**config.mk**
```make
export PLATFORM = sky130hd
export DESIGN_NAME = fadd_arbiter
export DESIGN_NICKNAME = d
export VERILOG_FILES = /design/src/rtl/fadd_pkg.sv /design/src/rtl/fadd_arbiter_tag_fifo.sv /design/src/rtl/fadd_arbiter.sv
export SDC_FILE = /design/constraint.sdc
export NUM_CORES = 1
export LEC_CHECK = 0
export CORE_MARGIN = 8
export CORE_UTILIZATION = 50
export CTS_BUF_LIST = sky130_fd_sc_hd__clkbuf_8
export DETAILED_ROUTE_END_ITERATION = 10
export PLACE_DENSITY = 0.92
export RECOVER_POWER = 50
export SLEW_MARGIN = 15
export SYNTH_ARGS = -nofsm -noshare
export SYNTH_HDL_FRONTEND = slang
export SYNTH_SLANG_ARGS = --single-unit
```
**constraint.sdc**
```tcl
create_clock -name clk -period 5.5 [get_ports clk]
set_input_delay 1.65 -clock clk [delete_from_list [all_inputs] [get_ports clk]]
set_output_delay 1.65 -clock clk [all_outputs]
set_load 0.02 [all_outputs]
```
**src/rtl/fadd_pkg.sv**
```systemverilog
// Shared types and constants for the floating-point adder arbiter.
package fadd_pkg;

    localparam int FP_W                 = 32;
    localparam int DEFAULT_MAX_INFLIGHT = 16;

    typedef enum logic {
        IDLE  = 1'b0,
        ISSUE = 1'b1
    } state_t;

    typedef struct packed {
        logic req_id;
        logic last;
    } tag_t;

endpackage

```
**src/rtl/fadd_arbiter_tag_fifo.sv**
```systemverilog
// Tag FIFO remembering which requester owns each operation still inside the adder.
module tag_fifo
    import fadd_pkg::*;
#(
    parameter int DEPTH = DEFAULT_MAX_INFLIGHT
) (
    input  logic clk,
    input  logic rstn,
    input  logic i_push,
    input  tag_t i_data,
    input  logic i_pop,
    output tag_t o_data,
    output logic o_full,
    output logic o_empty
);

    localparam int AW = $clog2(DEPTH);

    tag_t           r_mem [DEPTH];
    logic [AW-1:0]  r_wr_ptr;
    logic [AW-1:0]  r_rd_ptr;
    logic [AW:0]    r_count;
    logic           w_do_push;
    logic           w_do_pop;

    assign o_full    = (r_count == (AW+1)'(DEPTH));
    assign o_empty   = (r_count == '0);
    assign o_data    = r_mem[r_rd_ptr];
    assign w_do_pop  = i_pop && !o_empty;
    assign w_do_push = i_push && (!o_full || w_do_pop);

    always_ff @(posedge clk) begin
        if (w_do_push) begin
            r_mem[r_wr_ptr] <= i_data;
        end
    end

    // DEPTH is a power of two, so the pointers wrap naturally.
    always_ff @(posedge clk or negedge rstn) begin
        if (!rstn) begin
            r_wr_ptr <= '0;
            r_rd_ptr <= '0;
            r_count  <= '0;
        end else begin
            if (w_do_push) begin
                r_wr_ptr <= r_wr_ptr + 1'b1;
            end
            if (w_do_pop) begin
                r_rd_ptr <= r_rd_ptr + 1'b1;
            end
            case ({w_do_push, w_do_pop})
                2'b10:   r_count <= r_count + 1'b1;
                2'b01:   r_count <= r_count - 1'b1;
                default: r_count <= r_count;
            endcase
        end
    end

endmodule

```
**src/rtl/fadd_arbiter.sv**
```systemverilog
// Two-requester round-robin front end sharing one AXI-stream floating-point adder,
// with tagged in-order routing of results back to their requester.
module fadd_arbiter
    import fadd_pkg::*;
#(
    parameter int MAX_INFLIGHT = DEFAULT_MAX_INFLIGHT
) (
    input  logic            clk,
    input  logic            rstn,
    input  logic [FP_W-1:0] R0_A_TDATA,
    input  logic [FP_W-1:0] R0_B_TDATA,
    input  logic            R0_TLAST,
    input  logic            R0_TVALID,
    output logic            R0_TREADY,
    output logic [FP_W-1:0] R0_OUT_TDATA,
    output logic            R0_OUT_TLAST,
    output logic            R0_OUT_TVALID,
    input  logic [FP_W-1:0] R1_A_TDATA,
    input  logic [FP_W-1:0] R1_B_TDATA,
    input  logic            R1_TLAST,
    input  logic            R1_TVALID,
    output logic            R1_TREADY,
    output logic [FP_W-1:0] R1_OUT_TDATA,
    output logic            R1_OUT_TLAST,
    output logic            R1_OUT_TVALID,
    output logic [FP_W-1:0] FA_A_TDATA,
    output logic [FP_W-1:0] FA_B_TDATA,
    output logic            FA_A_TLAST,
    output logic            FA_A_TVALID,
    output logic            FA_B_TLAST,
    output logic            FA_B_TVALID,
    input  logic            FA_A_TREADY,
    input  logic            FA_B_TREADY,
    input  logic [FP_W-1:0] FA_OUT_TDATA,
    input  logic            FA_OUT_TVALID,
    output logic            BUSY,
    output logic            ERR
);

    localparam int CW = $clog2(MAX_INFLIGHT) + 1;

    state_t          r_state;
    logic            r_last_grant;
    logic [CW-1:0]   r_inflight;
    logic [FP_W-1:0] r_a;
    logic [FP_W-1:0] r_b;
    logic            r_last;
    logic            r_a_valid;
    logic            r_b_valid;
    logic [FP_W-1:0] r_out_data [2];
    logic [1:0]      r_out_last;
    logic [1:0]      r_out_valid;
    logic            r_err;

    logic            w_credit;
    logic            w_grant_valid;
    logic            w_grant_id;
    logic            w_push;
    logic            w_pop;
    logic            w_full;
    logic            w_empty;
    logic            w_a_done;
    logic            w_b_done;
    tag_t            w_tag_in;
    tag_t            w_tag_out;

    // Grant only in IDLE with credit; rstn gating keeps TREADY low throughout reset.
    assign w_credit      = (r_inflight < CW'(MAX_INFLIGHT)) && !w_full;
    assign w_grant_id    = (R0_TVALID && R1_TVALID) ? ~r_last_grant : R1_TVALID;
    assign w_grant_valid = rstn && (r_state == IDLE) && w_credit && (R0_TVALID || R1_TVALID);
    assign R0_TREADY     = w_grant_valid && !w_grant_id;
    assign R1_TREADY     = w_grant_valid && w_grant_id;

    assign w_push          = w_grant_valid;
    assign w_pop           = FA_OUT_TVALID && !w_empty;
    assign w_tag_in.req_id = w_grant_id;
    assign w_tag_in.last   = w_grant_id ? R1_TLAST : R0_TLAST;
    assign w_a_done        = !r_a_valid || FA_A_TREADY;
    assign w_b_done        = !r_b_valid || FA_B_TREADY;

    assign FA_A_TDATA  = r_a;
    assign FA_B_TDATA  = r_b;
    assign FA_A_TLAST  = r_last;
    assign FA_B_TLAST  = r_last;
    assign FA_A_TVALID = r_a_valid;
    assign FA_B_TVALID = r_b_valid;

    assign R0_OUT_TDATA  = r_out_data[0];
    assign R1_OUT_TDATA  = r_out_data[1];
    assign R0_OUT_TLAST  = r_out_last[0];
    assign R1_OUT_TLAST  = r_out_last[1];
    assign R0_OUT_TVALID = r_out_valid[0];
    assign R1_OUT_TVALID = r_out_valid[1];
    assign BUSY          = (r_state != IDLE) || (r_inflight != '0);
    assign ERR           = r_err;

    tag_fifo #(
        .DEPTH (MAX_INFLIGHT)
    ) u_tag_fifo (
        .clk     (clk),
        .rstn    (rstn),
        .i_push  (w_push),
        .i_data  (w_tag_in),
        .i_pop   (w_pop),
        .o_data  (w_tag_out),
        .o_full  (w_full),
        .o_empty (w_empty)
    );

    // Each adder channel retires independently; ISSUE ends once both have handshaked.
    always_ff @(posedge clk or negedge rstn) begin
        if (!rstn) begin
            r_state      <= IDLE;
            r_last_grant <= 1'b1;
            r_a          <= '0;
            r_b          <= '0;
            r_last       <= 1'b0;
            r_a_valid    <= 1'b0;
            r_b_valid    <= 1'b0;
        end else begin
            case (r_state)
                IDLE: begin
                    if (w_grant_valid) begin
                        r_a          <= w_grant_id ? R1_A_TDATA : R0_A_TDATA;
                        r_b          <= w_grant_id ? R1_B_TDATA : R0_B_TDATA;
                        r_last       <= w_tag_in.last;
                        r_a_valid    <= 1'b1;
                        r_b_valid    <= 1'b1;
                        r_last_grant <= w_grant_id;
                        r_state      <= ISSUE;
                    end
                end
                ISSUE: begin
                    if (FA_A_TREADY) begin
                        r_a_valid <= 1'b0;
                    end
                    if (FA_B_TREADY) begin
                        r_b_valid <= 1'b0;
                    end
                    if (w_a_done && w_b_done) begin
                        r_state <= IDLE;
                    end
                end
                default: r_state <= IDLE;
            endcase
        end
    end

    always_ff @(posedge clk or negedge rstn) begin
        if (!rstn) begin
            r_inflight <= '0;
        end else begin
            case ({w_push, w_pop})
                2'b10:   r_inflight <= r_inflight + 1'b1;
                2'b01:   r_inflight <= r_inflight - 1'b1;
                default: r_inflight <= r_inflight;
            endcase
        end
    end

    // A result with no outstanding tag is dropped and latches ERR.
    always_ff @(posedge clk or negedge rstn) begin
        if (!rstn) begin
            r_out_data[0] <= '0;
            r_out_data[1] <= '0;
            r_out_last    <= '0;
            r_out_valid   <= '0;
            r_err         <= 1'b0;
        end else begin
            r_out_valid <= '0;
            if (w_pop) begin
                r_out_valid[w_tag_out.req_id] <= 1'b1;
                r_out_data[w_tag_out.req_id]  <= FA_OUT_TDATA;
                r_out_last[w_tag_out.req_id]  <= w_tag_out.last;
            end
            if (FA_OUT_TVALID && w_empty) begin
                r_err <= 1'b1;
            end
        end
    end

endmodule

```
# --- After elaboration in Yosys (flattened, before gate mapping) ---
# Memories as Yosys holds them, arrays and structs flattened.
# Cells that the tools add are included.
op_classes:
  addsub: 6
  order_cmp: 5
  n_eq_ne: 8
  mux: 23
  n_bitwise: 3
  reduce_logical: 31
op_table:
  columns: ["cell", "n"]
  rows:
  - ["$mux W32", 3]
  - ["$bwmux W64", 1]
  - ["$demux W32 S1", 1]
  - ["$pmux W5 S2", 2]
  - ["$logic_and A1 B1 Y1", 14]
  - ["$add A5 B1 Y5 const B", 2]
  - ["$mux W1", 10]
  - ["$sub A5 B1 Y5 const B", 2]
  - ["$add A4 B1 Y4 const B", 2]
  - ["$pmux W1 S2", 3]
  - ["$reduce_and A2 Y1", 3]
  - ["$eq A5 B5 Y1 const B", 1]
  - ["$logic_not A1 Y1", 5]
  - ["$logic_not A5 Y1", 1]
  - ["$logic_or A1 B1 Y1", 5]
  - ["$lt A5 B5 Y1 const B", 1]
  - ["$reduce_bool A5 Y1", 1]
  - ["$eq A2 B1 Y1 const B", 2]
  - ["$eq A2 B2 Y1 const B", 2]
  - ["$ne A2 B2 Y1 const B", 2]
  - ["$reduce_bool A2 Y1", 2]
  - ["$bwmux W2", 1]
  - ["$ge A2 B2 Y1 const B", 1]
  - ["$lt A1 B2 Y1 const B", 1]
  - ["other kinds (7)", 8]
totals:
  ff_bits: 156
  mem_bits_rw: 32
  output_inout_bits: 140
  elab_cells: 93
  memories: 1
memory_table:
  columns: ["memory", "depth", "width", "read_ports", "rd_ports_with_merged_regs", "wr", "line_no", "rtl"]
  rows:
  - ["u_tag_fifo.r_mem", 16, 2, 1, 0, 1, "fadd_arbiter_tag_fifo.sv:19", "tag_t r_mem [DEPTH];"]

# --- Depth between registers and ports, before layout ---
# Gate-level depths: netlist of run 1.
logic_depth:
  word_depth: 8
  depth_mapped: 14
  depth_no_buf: 11

# --- By module ---
# From an unflattened synthesis of run 1, not the netlist that was laid out.
unflattened:
  hier_cells: 642
  area_unflattened_um2: 8219.1
modules_own_cells:
  columns: ["module", "n_inst", "cells_per_inst", "area_each_um2", "seq_area_each_um2"]
  rows:
  - ["fadd_arbiter", 1, 484, 6045.8, 3579.7]
  - ["tag_fifo", 1, 158, 2173.3, 1286.2]

# --- Worst setup path before layout of run 1 ---
# No wires, ideal clock.
synth_path:
  kind: "input to output"
  startpoint: "in rstn"
  endpoint: "out R0_TREADY"
  arrival_ps: 2932
  path_slack_ps: 918
  stages: 6
  n_path_buf: 2
  path_cell_list: "or3b_1 a211oi_1 inv_1 buf_2 buf_1 nor2_1"
synth_via:
  elab_chain_cells: 4
synth_lines:
  columns: ["element", "line_no", "rtl"]
  rows:
  - ["from (decl)", "fadd_arbiter.sv:9", "input logic rstn,"]
  - ["$logic_and A1 B1 Y1 (3 in a row)", "fadd_arbiter.sv:70", "assign w_grant_valid = rstn && (r_state == IDLE) && w_credit && (R0_TVALID || R1_TVALID);"]
  - ["$logic_and A1 B1 Y1", "fadd_arbiter.sv:71", "assign R0_TREADY = w_grant_valid && !w_grant_id;"]
  - ["to (decl)", "fadd_arbiter.sv:14", "output logic R0_TREADY,"]
# Every way passes these cells.

# --- Worst setup path in the final report of run 1 ---
layout_path:
  startpoint: "in R1_TVALID"
  endpoint: "out R0_TREADY"
layout_via:
  elab_chain_cells: 4
  word_cells_on_any_way: 6
layout_lines:
  columns: ["element", "line_no", "rtl"]
  rows:
  - ["from (decl)", "fadd_arbiter.sv:21", "input logic R1_TVALID,"]
  - ["$logic_and A1 B1 Y1", "fadd_arbiter.sv:69", "assign w_grant_id = (R0_TVALID && R1_TVALID) ? ~r_last_grant : R1_TVALID;"]
  - ["$mux W1", "fadd_arbiter.sv:69", null]
  - ["$logic_not A1 Y1", "fadd_arbiter.sv:71", null]
  - ["$logic_and A1 B1 Y1 *", "fadd_arbiter.sv:71", null]
# Every way passes the cells marked *; elsewhere a longest branch is shown, timed or not.

==> results.cfg, run 1 <==
[synth]
synth-seq-area-share_pct = 58.6
netlist-cell-type-count = 46
synth_top_cell_area_share_pct = 46.7
synth-async-reset-ratio_pct = 83.0
yosys.area.top_type = dfrtp_1
synth_area_leaders = dfrtp_1, edfxtp_1, mux2i_1
netlist_area_um2 = 8300
synth_nets = 819
synth-edff-count = 32
synth_area_per_cell_um2 = 13.0
ys_warn_count = 0
ys.flop_type = dfrtp_1
ys_ff_latch = 188
postSynthCellCount = 637

[timing]
fin_tns_setup_ps = 0
fin_skew_ps = 12.0
setup_viol = 0
rsz0062_at_grt = no
fin_crit_sh_pct = 94.6
min_period_ps = 5200
finalHoldViolCount = 0
slew_violations = 207
worst_pin_slew_ps = 3440
setup_ws_ps = 298
max_slew_margin_pct = -129
fmax_ghz = 0.192

[finish]
layoutNonFillerInstCount = 1167
mostFrequentLayoutCell = clkdlybuf4s50_1
drive_gt1_share_pct = 12.4
finalNetCount = 1115
fin_area_um2 = 11900
area_growth_pct = 42.9
final_cell_mix = clkdlybuf4s50_1, dfrtp_1, nand2_1, mux2i_1, o21ai_0

[outcome]
status = finished with violations
violations = capacitance limit, slew limit

[floorplanning]
die_y_um = 145
num_rows = 47
pin_count = 309
die_w_um = 145
coreArea_um2 = 16400
initial_core_util_pct = 50.6
die_area_um2 = 21000

[global_route]
grt_max_degree = 157
use_met1_pct = 25.3
grt_overflow = 0
grt-busiest-layer = met2
use_met3_pct = 9.22
grt_pass1_vias = 6204
antenna_found_initial = 1
grt.met2_usage_pct = 34.9
track_usage_pct = 21.7
grt_first_pass_wirelength_mm = 34.3

[pwr]
p_total_uw = 6670
vdd_drop_max_mv = 0.284
p_leak_uw = 0.00518
power_density_nw_per_um2 = 562

[setup_path]
cp_cell_sequence = dlygate4sd3_1 -> nor2_1 -> a211oi_1 -> clkinv_2 -> nor2_1 -> clkdlybuf4s50_1
cp.required_ps = 3850
path_common_cell = nor2_1
end_kind = output pin
critical-path-max-stage-delay_ps = 660
critPathLaunchType = primary input
cpMaxStageDelayCell = clkdlybuf4s50_1
worstPathMaxFanout = 3
worstSetupPathType = in2out
arrival_ps = 3550

[clock_tree]
cts_resized = 0
post_cts_buffers = 0
cts_tree = yes
cts_inserted_buffers = 17
ctsRootBufferMaster = clkbuf_8
path_clk_slew_ps = 80
clk_path_buf_depth = 2
h-tree-depth = 4
clk_latency_ps = 460
hold_buffers = 0
cts_sinks = 188

[drt]
drtPass1Iterations = 4
wl_per_cell_um = 19.4
drt_first_iter_violations = 258
drc = 0
vias_per_cell = 5.09
ant_nets = 0
vias = 5943
finalWirelength_mm = 22.7

[placement]
post-dp-hpwl_mm = 17.7
dpl_cell_area_um2 = 11500
placed_cells_incl_taps = 1134
place_ws_ps = 329
port_buffers = 308
place.gp.congestion = 0.803

[hold_path]
min_path_type = reg2reg

[flow_run]
maxCapViolations = 3
final timing paths:
kind / startpoint / endpoint / depth (start not counted) / slack (ps)
worst max-delay path: R1_TVALID / R0_TREADY / 6 / 300
worst min-delay path: FA_B_TDATA[6] / FA_B_TDATA[6] / 2 / 480
worst max register to register: u_tag_fifo.r_count[2] / R0_OUT_TDATA[27] / 6 / 1690
worst min register to register: FA_B_TDATA[6] / FA_B_TDATA[6] / 2 / 480
max in group asynchronous: rstn / u_tag_fifo.r_count[4] / 2 / 850
min in group asynchronous: rstn / R0_OUT_TDATA[18] / 2 / 2500
per-stage QoR:
stage / hold WS (ps) / util (%)
floorplan: 457 / -
global route: 508 / 72.3
global placement: 461 / 70.3
detailed placement: 469 / 70.3
finish: 477 / 72.3
CTS: 489 / 72.7
flip-flops by register name (all words and copies together), names as in the netlist, 2 cells and up:
name and cells:
FA_A_TDATA 32, R1_OUT_TDATA 32, FA_B_TDATA 32, r_out_valid 2, u_tag_fifo.r_mem 32, u_tag_fifo.r_rd_ptr 4, R0_OUT_TDATA 32, r_inflight 5
u_tag_fifo.r_wr_ptr 4, u_tag_fifo.r_count 5, r_out_last 2
power breakdown:
part	switching [uW]	total [uW]	internal, uW
combinational	1670	3370	1700
sequential	412	2420	2010
clock	502	883	381
synth_stat cells (3+ instances only):
cell type  count
a21o_1         4
a21oi_1        5
a22oi_1        4
and2_1        13
and3_1         6
buf_1          6
buf_2         13
buf_8          3
clkbuf_1      14
dfrtp_1      155
edfxtp_1      32
ha_1          12
inv_1         14
mux2_2        39
mux2_4        29
mux2i_1       73
mux4_2         5
nand2_1       81
nand4_1        3
nor2_1         7
nor2b_1        3
o21ai_0       71
xnor2_1        9
xor2_1         7
cells by family (layout without fill, tap and decap cells):
| logic type | count (synthesis) | after routing | synth area share [%] |
|---|---|---|---|
| DFF | 188 | 188 | 58.6 |
| xor gates and xnor gates | 16 | 16 | 1.69 |
| muxes | 146 | 146 | 20.7 |
| AOI/OAI and AO/OA | 94 | 94 | 6.57 |
| buffers and inverters | 53 | 362 | 3.18 |
| adders and majority gates | 13 | 13 | 2.05 |
| and+or+nand+nor | 127 | 127 | 7.23 |
| other | 0 | 1 | 0 |
layout make-up:
cell class / count / area (um2)
antenna: 1 / 2.50
clock buffer: 18 / 248
clock inverter: 14 / 136
fill: 1050 / 4540
inverter: 14 / 53.8
multi-input combinational: 396 / 3160
sequential: 188 / 4870
tap: 220 / 275
timing repair buffer: 316 / 3120
critical path, delay by kind of cell:
family	cells	cell delay, ps
AO/OA/AOI/OAI	1	410
buffers and inverters	3	1320
AND/OR/NAND/NOR	2	170
per-layer routing:
layer,part of all wire (%),up-vias,wire length [um]
met4,2.7,0,609
met1,37,2813,8470
met2,48,269,10900
li1,-,2823,-
met3,12,38,2680
met5,0,-,0
Power figures use the tool's default switching activity.
==> inputs of run 2 (changes only) <==
SLEW_MARGIN = unset   (was 15)
==> results of run 2 <==
The final DEF is identical to that of run 1; final timing and power are the same.
==> inputs of run 3 (changes only) <==
CELL_PAD_IN_SITES_DETAIL_PLACEMENT = 1   (was unset)
CELL_PAD_IN_SITES_GLOBAL_PLACEMENT = 1   (was unset)
CORE_UTILIZATION = 38   (was 50)
PLACE_DENSITY = 0.9   (was 0.92)
==> results.cfg, run 3 (same netlist as run 1, synthesis figures left out) <==
[global_route]
grt_first_pass_wirelength_mm = 39.9
grt_max_degree = 118
grt_pass1_vias = 6874
antenna_found_initial = 1
track_usage_pct = 19.3
grt_overflow = 0

[timing]
finalHoldViolCount = 0
fin_skew_ps = 16.0
rsz0062_at_grt = no
worst_pin_slew_ps = 1850
max_slew_margin_pct = -23.5
setup_viol = 0
fmax_ghz = 0.191
slew_violations = 118
fin_tns_setup_ps = 0
setup_ws_ps = 277
min_period_ps = 5220
fin_crit_sh_pct = 95.0

[placement]
post-dp-hpwl_mm = 20.6
dpl_cell_area_um2 = 11600
place.gp.congestion = 0.750
place_ws_ps = 205
port_buffers = 308

[drt]
vias = 6061
finalWirelength_mm = 26.1
drc = 0
wl_per_cell_um = 21.3
drtPass1Iterations = 5
ant_nets = 0
drt_first_iter_violations = 227
vias_per_cell = 4.94

[finish]
regArea_um2 = 4870
fin_area_um2 = 11900
antenna_cells = 0
nFillCells = 2239
drive_gt1_share_pct = 11.7
finalNetCount = 1117
mostFrequentLayoutCell = clkdlybuf4s50_1
area_growth_pct = 43.1
multi_input_area_um2 = 3160
final_cell_mix = clkdlybuf4s50_1, dfrtp_1, nand2_1, mux2i_1, o21ai_0

[clock_tree]
cts_tree = yes
cts_resized = 0
clk_latency_ps = 450
cts_inserted_buffers = 17
h-tree-depth = 4
post_cts_buffers = 0
ctsRootBufferMaster = clkbuf_8
path_clk_slew_ps = 90
hold_buffers = 0
cts_sinks = 188
clk_path_buf_depth = 2

[setup_path]
path_delay_family = buffers and inverters
worstSetupPathType = in2out
critical-path-max-stage-delay_ps = 650
cp.required_ps = 3850
end_kind = output pin
cp_cell_sequence = dlygate4sd3_1 -> nor2_1 -> a211oi_1 -> and2_1 -> clkdlybuf4s50_1
arrival_ps = 3570
critPathLaunchType = primary input
path_buf_inv = 2
worstPathMaxFanout = 3
cpMaxStageDelayCell = clkdlybuf4s50_1

[pwr]
vdd_drop_max_mv = 0.232
p_leak_uw = 0.00515
power_density_nw_per_um2 = 563
p_total_uw = 6690

[hold_path]
min_path_type = reg2reg

[outcome]
violations = capacitance limit, slew limit
status = finished with violations

[floorplanning]
die_area_um2 = 26800
num_rows = 54
die_y_um = 164
coreArea_um2 = 21600
pin_count = 309
initial_core_util_pct = 38.4
die_w_um = 164

[flow_run]
maxCapViolations = 3
## run 3: path summary, 6_finish.rpt
check	slack [ps]	from	depth (start not counted)	to
min reg2reg	480	ERR	1	ERR
max in group asynchronous	950	rstn	3	FA_B_TDATA[13]
min in group asynchronous	2020	rstn	2	R0_OUT_TDATA[5]
max reg2reg	1700	u_tag_fifo.r_count[2]	6	R0_OUT_TDATA[23]
min	480	ERR	1	ERR
max	280	R1_TVALID	5	R1_TREADY
## run 3: per-stage QoR
| stage | util [%] | instances | hold WS [ps] |
|---|---|---|---|
| 6_report | 55.0 | 1228 | 479 |
| 3_3_place_gp | 53.7 | 1196 | 452 |
| 5_1_grt | 55.0 | 1228 | 520 |
| 3_5_place_dp | 53.7 | 1196 | 463 |
| 4_1_cts | 55.2 | 1228 | 484 |
| 2_1_floorplan | - | 637 | 457 |
## run 3: where the power goes
group	leakage, uW	switching, uW	internal [uW]
registers	0.00217	442	2010
clock network	0.000170	485	304
logic	0.00281	1740	1710
total	0.00515	2670	4020
## run 3: routing by layer
metal,track usage (%),share of wire [%],up-vias
met3,6.29,8.8,28
met4,5.62,1.7,0
met1,22.8,41,2964
met5,0,0,-
li1,-,-,2812
met2,33.1,49,257
## run 3: area by class of cell
cell class / instances / share of cell area [%]
inverters: 14 / 0.453
repair buffers: 318 / 26.3
clock buffers: 17 / 1.97
well taps: 280 / 2.95
flip-flops and latches: 188 / 41.0
clock inverters: 15 / 0.737
multi-input cells: 396 / 26.6
